--- src/rtl/nischal_tx_pkg.sv ---
// Shared definitions for the Nischal serial sum transmitter tile.
//   SUM_W      : width of the operand sum (8-bit + 7-bit operands)
//   FRAME_BITS : start + SUM_W data + parity + stop
//   tx_state_e : transmitter FSM encoding
package nischal_tx_pkg;

  localparam int SUM_W      = 9;
  localparam int FRAME_BITS = 12;

  typedef enum logic [2:0] {
    ST_IDLE,
    ST_START,
    ST_DATA,
    ST_PARITY,
    ST_STOP
  } tx_state_e;

endpackage

--- src/rtl/tt_um_nischal_sum_tx_if.sv ---
// TinyTapeout tile pin bundle.
//   ena     : tile enable (unused by this tile)
//   ui_in   : dedicated inputs
//   uio_in  : bidirectional pins, input side
//   uo_out  : dedicated outputs
//   uio_out : bidirectional pins, output side
//   uio_oe  : bidirectional pins, output enables
// master = whatever drives the tile (harness / bench), slave = the tile.
interface tt_um_nischal_sum_tx_if;

  logic       ena;
  logic [7:0] ui_in;
  logic [7:0] uio_in;
  logic [7:0] uo_out;
  logic [7:0] uio_out;
  logic [7:0] uio_oe;

  modport master (
    output ena, ui_in, uio_in,
    input  uo_out, uio_out, uio_oe
  );

  modport slave (
    input  ena, ui_in, uio_in,
    output uo_out, uio_out, uio_oe
  );

endinterface

--- src/rtl/nischal_sync_edge.sv ---
// Two-flop synchronizer followed by a previous-value flop for rising-edge
// detection of an asynchronous level.
//   clk, rst_n : clock, async active-low reset
//   d          : asynchronous input
//   rise       : one-cycle pulse when the synchronized level goes 0 -> 1
// RST_VAL sets the reset value of all three flops; resetting to 1 means an
// input already high when reset releases is not seen as a rising edge.
module nischal_sync_edge #(
  parameter logic RST_VAL = 1'b0
) (
  input  logic clk,
  input  logic rst_n,
  input  logic d,
  output logic rise
);

  logic sync1, sync2, prev;

  always_ff @(posedge clk or negedge rst_n) begin
    if (!rst_n) begin
      sync1 <= RST_VAL;
      sync2 <= RST_VAL;
      prev  <= RST_VAL;
    end else begin
      sync1 <= d;
      sync2 <= sync1;
      prev  <= sync2;
    end
  end

  assign rise = sync2 & ~prev;

endmodule

--- src/rtl/tt_um_nischal_sum_tx.sv ---
// Serial sum transmitter: on a rising start strobe (uio_in[7]) captures
// A = ui_in and B = uio_in[6:0], and sends A+B as a 12-bit frame
// (start, sum[0..8] LSB first, even parity, stop) on uo_out[0].
//   clk, rst_n  : clock, async active-low reset
//   io.ui_in    : operand A
//   io.uio_in   : [6:0] operand B, [7] start strobe
//   io.uo_out   : [0] tx (idle high), [1] busy, [2] done pulse, [7:3] zero
//   io.uio_out  : zero
//   io.uio_oe   : zero (all uio pins are inputs)
//
// state     | meaning
// ----------+--------------------------------------------
// ST_IDLE   | line high, waiting for a start strobe
// ST_START  | start bit (0)
// ST_DATA   | sum[bit_idx], bit_idx 0..8
// ST_PARITY | even parity of the captured sum
// ST_STOP   | stop bit (1); exit raises done for one cycle
module tt_um_nischal_sum_tx
  import nischal_tx_pkg::*;
#(
  parameter int CLKS_PER_BIT = 16
) (
  input  logic                  clk,
  input  logic                  rst_n,
  tt_um_nischal_sum_tx_if.slave io
);

  localparam int                CNT_W     = $clog2(CLKS_PER_BIT);
  localparam logic [CNT_W-1:0]  BAUD_LAST = CNT_W'(CLKS_PER_BIT - 1);
  localparam logic [3:0]        IDX_LAST  = 4'(SUM_W - 1);

  tx_state_e        state, state_nxt;
  logic [CNT_W-1:0] baud_cnt;
  logic [3:0]       bit_idx;
  logic [SUM_W-1:0] sum, sum_in;
  logic             parity;
  logic             done;
  logic             start;
  logic             baud_tc;
  logic             capture;
  logic             done_set;
  logic             tx;
  logic             busy;
  logic             unused_ena;

  nischal_sync_edge #(.RST_VAL(1'b1)) u_start_sync (
    .clk   (clk),
    .rst_n (rst_n),
    .d     (io.uio_in[7]),
    .rise  (start)
  );

  assign sum_in  = {1'b0, io.ui_in} + {2'b00, io.uio_in[6:0]};
  assign baud_tc = (baud_cnt == BAUD_LAST);

  always_ff @(posedge clk or negedge rst_n) begin
    if (!rst_n) state <= ST_IDLE;
    else        state <= state_nxt;
  end

  always_comb begin
    state_nxt = state;
    tx        = 1'b1;
    busy      = 1'b1;
    capture   = 1'b0;
    done_set  = 1'b0;
    case (state)
      ST_IDLE: begin
        busy = 1'b0;
        if (start) begin
          capture   = 1'b1;
          state_nxt = ST_START;
        end
      end
      ST_START: begin
        tx = 1'b0;
        if (baud_tc) state_nxt = ST_DATA;
      end
      ST_DATA: begin
        tx = sum[bit_idx];
        if (baud_tc && bit_idx == IDX_LAST) state_nxt = ST_PARITY;
      end
      ST_PARITY: begin
        tx = parity;
        if (baud_tc) state_nxt = ST_STOP;
      end
      ST_STOP: begin
        if (baud_tc) begin
          state_nxt = ST_IDLE;
          done_set  = 1'b1;
        end
      end
      default: state_nxt = ST_IDLE;
    endcase
  end

  // Baud counter idles at 0, so the first bit after capture gets a full period.
  always_ff @(posedge clk or negedge rst_n) begin
    if (!rst_n) begin
      baud_cnt <= '0;
      bit_idx  <= '0;
      sum      <= '0;
      parity   <= 1'b0;
      done     <= 1'b0;
    end else begin
      done <= done_set;
      if (capture) begin
        sum      <= sum_in;
        parity   <= ^sum_in;
        baud_cnt <= '0;
        bit_idx  <= '0;
      end else if (state != ST_IDLE) begin
        if (baud_tc) begin
          baud_cnt <= '0;
          if (state == ST_DATA)
            bit_idx <= (bit_idx == IDX_LAST) ? 4'd0 : bit_idx + 4'd1;
        end else begin
          baud_cnt <= baud_cnt + 1'b1;
        end
      end
    end
  end

  assign io.uo_out  = {5'b00000, done, busy, tx};
  assign io.uio_out = 8'h00;
  assign io.uio_oe  = 8'h00;
  assign unused_ena = io.ena;

endmodule
--- src/flat_wrapper.sv ---
// flat-port wrapper written by rule: the top's interface ports become plain ports
module tt_um_nischal_sum_tx_flat import nischal_tx_pkg::*;
#(
  parameter int CLKS_PER_BIT = 16
)
  (clk, rst_n, io_ena, io_ui_in, io_uio_in, io_uo_out, io_uio_out, io_uio_oe);
  tt_um_nischal_sum_tx_if io_i ();
  input  logic clk;
  input  logic rst_n;
  input wire logic [$bits(io_i.ena)-1:0] io_ena;
  input wire logic [$bits(io_i.ui_in)-1:0] io_ui_in;
  input wire logic [$bits(io_i.uio_in)-1:0] io_uio_in;
  output wire logic [$bits(io_i.uo_out)-1:0] io_uo_out;
  output wire logic [$bits(io_i.uio_out)-1:0] io_uio_out;
  output wire logic [$bits(io_i.uio_oe)-1:0] io_uio_oe;
  assign io_i.ena = io_ena;
  assign io_i.ui_in = io_ui_in;
  assign io_i.uio_in = io_uio_in;
  assign io_uo_out = io_i.uo_out;
  assign io_uio_out = io_i.uio_out;
  assign io_uio_oe = io_i.uio_oe;
  tt_um_nischal_sum_tx #(.CLKS_PER_BIT(CLKS_PER_BIT)) u_core (.clk(clk), .rst_n(rst_n), .io(io_i));
endmodule
--- config.mk ---
export PLATFORM = sky130hd
export DESIGN_NAME = tt_um_nischal_sum_tx_flat
export DESIGN_NICKNAME = d
export VERILOG_FILES = /design/src/rtl/nischal_tx_pkg.sv /design/src/rtl/tt_um_nischal_sum_tx_if.sv /design/src/rtl/nischal_sync_edge.sv /design/src/rtl/tt_um_nischal_sum_tx.sv /design/src/flat_wrapper.sv
export SDC_FILE = /design/constraint.sdc
export NUM_CORES = 1
export LEC_CHECK = 0
export ABC_AREA = 1
export CAP_MARGIN = 10
export CORE_UTILIZATION = 57
export CTS_BUF_LIST = sky130_fd_sc_hd__clkbuf_2 sky130_fd_sc_hd__clkbuf_4 sky130_fd_sc_hd__clkbuf_8
export DETAILED_ROUTE_END_ITERATION = 6
export PLACE_DENSITY = 0.91
export RECOVER_POWER = 50
export SYNTH_ARGS = -nofsm -noshare
export SYNTH_HDL_FRONTEND = slang
export SYNTH_HIERARCHICAL = 1
export SYNTH_SLANG_ARGS = --single-unit
--- constraint.sdc ---
create_clock -name clk -period 3.3 [get_ports clk]
set_input_delay 0.66 -clock clk [delete_from_list [all_inputs] [get_ports clk]]
set_output_delay 0.66 -clock clk [all_outputs]
set_load 0.03 [all_outputs]
Yosys cells after proc, flatten, opt, wreduce, memory -nomap -nowiden. Index checks and enable logic that the tools add are counted.

Memories kept: 0. Word-level logic and storage cells: 57. Memory bits (writable): 0. Bits in latches: 0. Register bits after elaboration: 25. Memory bits (read-only): 0. Output and inout bits: 24.

Divide/modulo/power cells: 0. Mux-type cells: 22. Reduce and logical (&&, ||, !) cells: 9. Magnitude comparators: 1. Equal/unequal tests: 11. Shift-type cells: 0. Bitwise operators: 2. Add/subtract/negate cells: 3. Multiply operators: 0.

Operators with widths (number): 4-bit 2-to-1 mux (8); 3-bit 2-to-1 mux (5); 3-bit case mux with 5 select lines (1); 2-bit by 1-bit inequality test with 1-bit output (second input constant) (5); 8-bit by 7-bit adder with 9-bit output (1); 9-bit parity (1); 4-bit by 1-bit adder with 4-bit output (second input constant) (2); 4-bit == test (second input constant) (2); 3-bit by 2-bit == test with 1-bit output (second input constant) (2); 1-bit 2-to-1 mux (6); 2-bit nonzero test (3); 4-bit by 5-bit less-than comparator with 1-bit output (second input constant) (1); 5-bit AND reduction (1); 1-bit binary-select mux with 4-bit select (1); 3-bit by 1-bit == test with 1-bit output (second input constant) (1); 3-bit == test (second input constant) (1); 3-bit zero test (1); 1-bit case mux with 3 select lines (1); 3-bit AND reduction (1); 3-bit nonzero test (1); 1-bit bitwise AND (1); 1-bit logical AND (1); 1-bit inverter (1).

Logic depth before layout (Yosys ltp).
Depth in word-level cells: 6. Mapped depth: 17. Mapped depth without buffers: 17.

Modules after synthesis. Netlist, hierarchy kept.

By module, submodules not included: tt_um_nischal_sum_tx (cells each 287, area an instance 1928.1 um2, instances 1); nischal_sync_edge (cells each 5, area an instance 88.8 um2, instances 1).

Least setup slack after synthesis. Ideal clock, no wire load.

Kind: input -> register. Start: input port io_ui_in[0]. End: register u_core.parity. Stages on the path: 15. Buffers on the path: 0. Arrival time: 2.128 ns. Required time: 3.183 ns. Slack: 1.055 ns. Cells stage by stage: ha_1 -> inv_1 -> fa_1 -> inv_1 -> nand2_1 -> nand2_1 -> nor2_1 -> nor2_2 -> nand2_1 -> nand2_1 -> nand3_1 -> nand2_1 -> nand3_1 -> nand3_1 -> nand2_1.

Longest elaborated chain between the ends: 2.

RTL lines: start, declared (line flat_wrapper.sv:11) `input wire logic [$bits(io_i.ui_in)-1:0] io_ui_in;`; 8-bit by 7-bit adder with 9-bit output (line tt_um_nischal_sum_tx.sv:53) `assign sum_in = {1'b0, io.ui_in} + {2'b00, io.uio_in[6:0]};`; 9-bit parity (line tt_um_nischal_sum_tx.sv:109) `parity <= ^sum_in;`; end signal, assigned (line tt_um_nischal_sum_tx.sv:109); end, declared (line tt_um_nischal_sum_tx.sv:36) `logic parity;`.

Every way passes these cells. A chain may end at the register's enable or synchronous reset.

Worst setup path after layout.
Start: register u_core.bit_idx[0]. End: output port io_uo_out[0].

Longest elaborated chain between the ends: 3.

RTL lines: start, declared (line tt_um_nischal_sum_tx.sv:34) `logic [3:0] bit_idx;`; start signal, assigned (line tt_um_nischal_sum_tx.sv:116) `bit_idx <= (bit_idx == IDX_LAST) ? 4'd0 : bit_idx + 4'd1;`; 1-bit binary-select mux with 4-bit select (line tt_um_nischal_sum_tx.sv:80) `tx = sum[bit_idx];`; 1-bit 2-to-1 mux (not written as such) (line tt_um_nischal_sum_tx.sv:80); 1-bit case mux with 3 select lines (line tt_um_nischal_sum_tx.sv:67) `case (state)`; end, declared (line flat_wrapper.sv:13) `output wire logic [$bits(io_i.uo_out)-1:0] io_uo_out;`.

Every way passes these cells. The select of a mux whose other input is x is not followed.

==> out/qor.yml <==
timing:
  setup_viol: 0
  hold_viol_final: 0
  fin_crit_sh: 0.925
  whs_ps: 370
  max_freq_ghz: 0.327
  drv_slew: 0
  finalCriticalPeriod_ps: 3050
  grt_setup_unrepaired: "false"
  slew_headroom: 0.341
  worst_pin_slew_ps: 985
  skew_ps: 12.8
  finalSetupTns_ps: 0
die:
  start_util: 0.600
  core_area_mm2: 0.00336
  row_count: 21
  die_height_um: 61.5
  dieArea_mm2: 0.00378
  io_pins: 43
  fp.dieW_um: 61.5
global_routing:
  grt_overflow: 0
  grt_pass1_vias: 1528
  antenna_found_initial: 0
  grt_max_degree: 24
  grt_pass1_wl_mm: 6.04
  grt_usage: 0.210
synth:
  yosysSeqAreaShare: 0.312
  synthFlopType: "dfrtp_1"
  synth_seq_cells: 25
  async_reset_ff_frac: 1.00
  ys_types: 29
  syn-mean-instance-area_um2: 6.91
  syn-cell-area_mm2: 0.00202
  synthCells: 292
  ys_warn_count: 6
  synth.area.top_cells: "dfrtp_1, nand2_1, buf_4, nand3_1, inv_1"
  synth_edf_count: 0
  synth_top_area_frac: 0.273
  synth_top_area_cell: "dfrtp_1"
power_and_ir_drop:
  ir_worst_vdd_mv: 0.241
  power.density_mw_per_mm2: 633
  power.leakage_uw: 0.00115
routing:
  drt-pass1-iter-count: 4
  drt_iter0_drc: 94
  wl_per_cell_um: 10.2
  wl_mm: 3.65
  drc: 0
  drtAntennaViolNets: 0
  vias: 1801
  viasPerCell: 5.04
cts:
  path_clk_slew_ps: 140
  cts_resized: 0
  clock-root-buffer: "clkbuf_4"
  clock_sink_count: 25
  cts_tree: "done"
  clk_latency_ps: 320
  cts_setup_buffers: 0
  htreeDepth: 1
  cts_inserted_buffers: 3
  clockBufferDepth: 2
  ctsHoldBuffers: 0
finish:
  most-common-layout-cells: "nand2_1, inv_1, nand3_1"
  final_common_cell: "nand2_1"
  syn_to_final_growth_pct: 7.69
  utilization: 0.646
  antenna_cells: 0
  drive_gt1_frac: 0.0900
  fin_nets: 342
critical_path:
  cp-start-kind: "register"
  slowest_stage: "clkdlybuf4s50_1"
  end_kind: "primary output"
  arrival_ps: 2390
  path_cells: "inv_1 -> nor2_1 -> nor2_1 -> o21ai_0 -> nand3_1 -> nand2_1 -> a31oi_1 -> o21ai_0 -> nand3_1 -> clkdlybuf4s50_1"
  cpPeakStageDelay_ps: 670
  required_ps: 2640
  cp_max_fo: 8
  critical_path_class: "register to primary output"
place:
  io_buffers: 20
  place.gp.congestion: 0.884
  hpwl_mm: 2.89
run:
  maxCapViolCount: 0
outcome:
  status: "finished, final reports clean"
hold_path:
  min_path_type: "register to register"
-- state kept, by name (all words and copies together) (netlist names) --
signal	cells
u_core/parity	1
u_core/bit_idx	4
u_core/baud_cnt	4
u_core/state	3
u_core/u_start_sync/sync2	1
u_core/u_start_sync/sync1	1
u_core/sum	9
u_core/u_start_sync/prev	1
u_core/done	1
-- kinds of logic after synthesis --
family,synth area share
compound gates,0.0937
fa+ha+maj,0.0720
buf+inv,0.175
flops,0.312
other cells,0.00186
simple gates,0.346
-- path summary, 6_finish.rpt --
| check | start | to | slack, ps | cells after the start |
|---|---|---|---|---|
| max in group asynchronous | rst_n | u_core/u_start_sync/prev$_DFF_PN1_ | 1670 | 2 |
| setup reg to reg | u_core/state[2]$_DFFE_PN0P_ | u_core/bit_idx[3]$_DFFE_PN0P_ | 780 | 10 |
| min in group asynchronous | rst_n | u_core/state[0]$_DFFE_PN0P_ | 930 | 1 |
| hold / removal | u_core/u_start_sync/sync1$_DFF_PN1_ | u_core/u_start_sync/sync2$_DFF_PN1_ | 370 | 0 |
| setup / recovery | u_core/bit_idx[0]$_DFFE_PN0P_ | io_uo_out[0] | 250 | 10 |
| hold reg to reg | u_core/u_start_sync/sync1$_DFF_PN1_ | u_core/u_start_sync/sync2$_DFF_PN1_ | 370 | 0 |
-- power by group --
part	total, µW	switching [µW]	leakage, µW	internal (µW)
combinational	707	454	0.000823	253
sequential	531	102	0.000310	429
clock	138	91.7	0.0000139	46.2
-- through the flow --
stage	setup slack (ps)	power, µW	cell area [µm²]	instances
floorplan	1050	1130	2090	312
global placement	485	1230	2170	353
detailed placement	392	1270	2170	353
CTS	277	1410	2200	357
global route	94.9	1500	2170	357
finish	247	1380	2170	357
-- routing by layer --
layer | global-route usage | part of all wire | routed length (µm)
met2 | 0.393 | 0.53 | 1920
met3 | 0.0252 | 0.035 | 126
met4 | 0.0635 | 0.0071 | 26
met1 | 0.248 | 0.43 | 1580
met5 | 0 | 0 | 0
-- area by class of cell --
cell class                      instances  area [µm²]
Clock inverter                          1        7.51
Inverter                               43         163
Fill cell                             325        1190
Tap cell                               46        57.6
Timing Repair Buffer                   21         208
Sequential cell                        25         629
Clock buffer                            3        22.5
Multi-Input combinational cell        218        1080
-- cells in the mapped netlist (2+ instances only) --
cell     number
nand3_1      32
nand2_1      78
nand3_2       5
nor2_2        5
nand2_2       8
nor2_1       15
inv_2         5
a21oi_1       7
dfrtp_1      22
buf_4        24
nor2_4        2
nor3_1        3
nand4_1       2
inv_1        37
ha_1         10
dfstp_2       3
o21ai_0      22
-- worst max-delay path: cells and delay by family, from the launching register on --
family          cells  cell delay [ps]
flops               1              500
simple gates        5              380
buf+inv             2              870
compound gates      3              330
(Power assumes the default switching activity.)
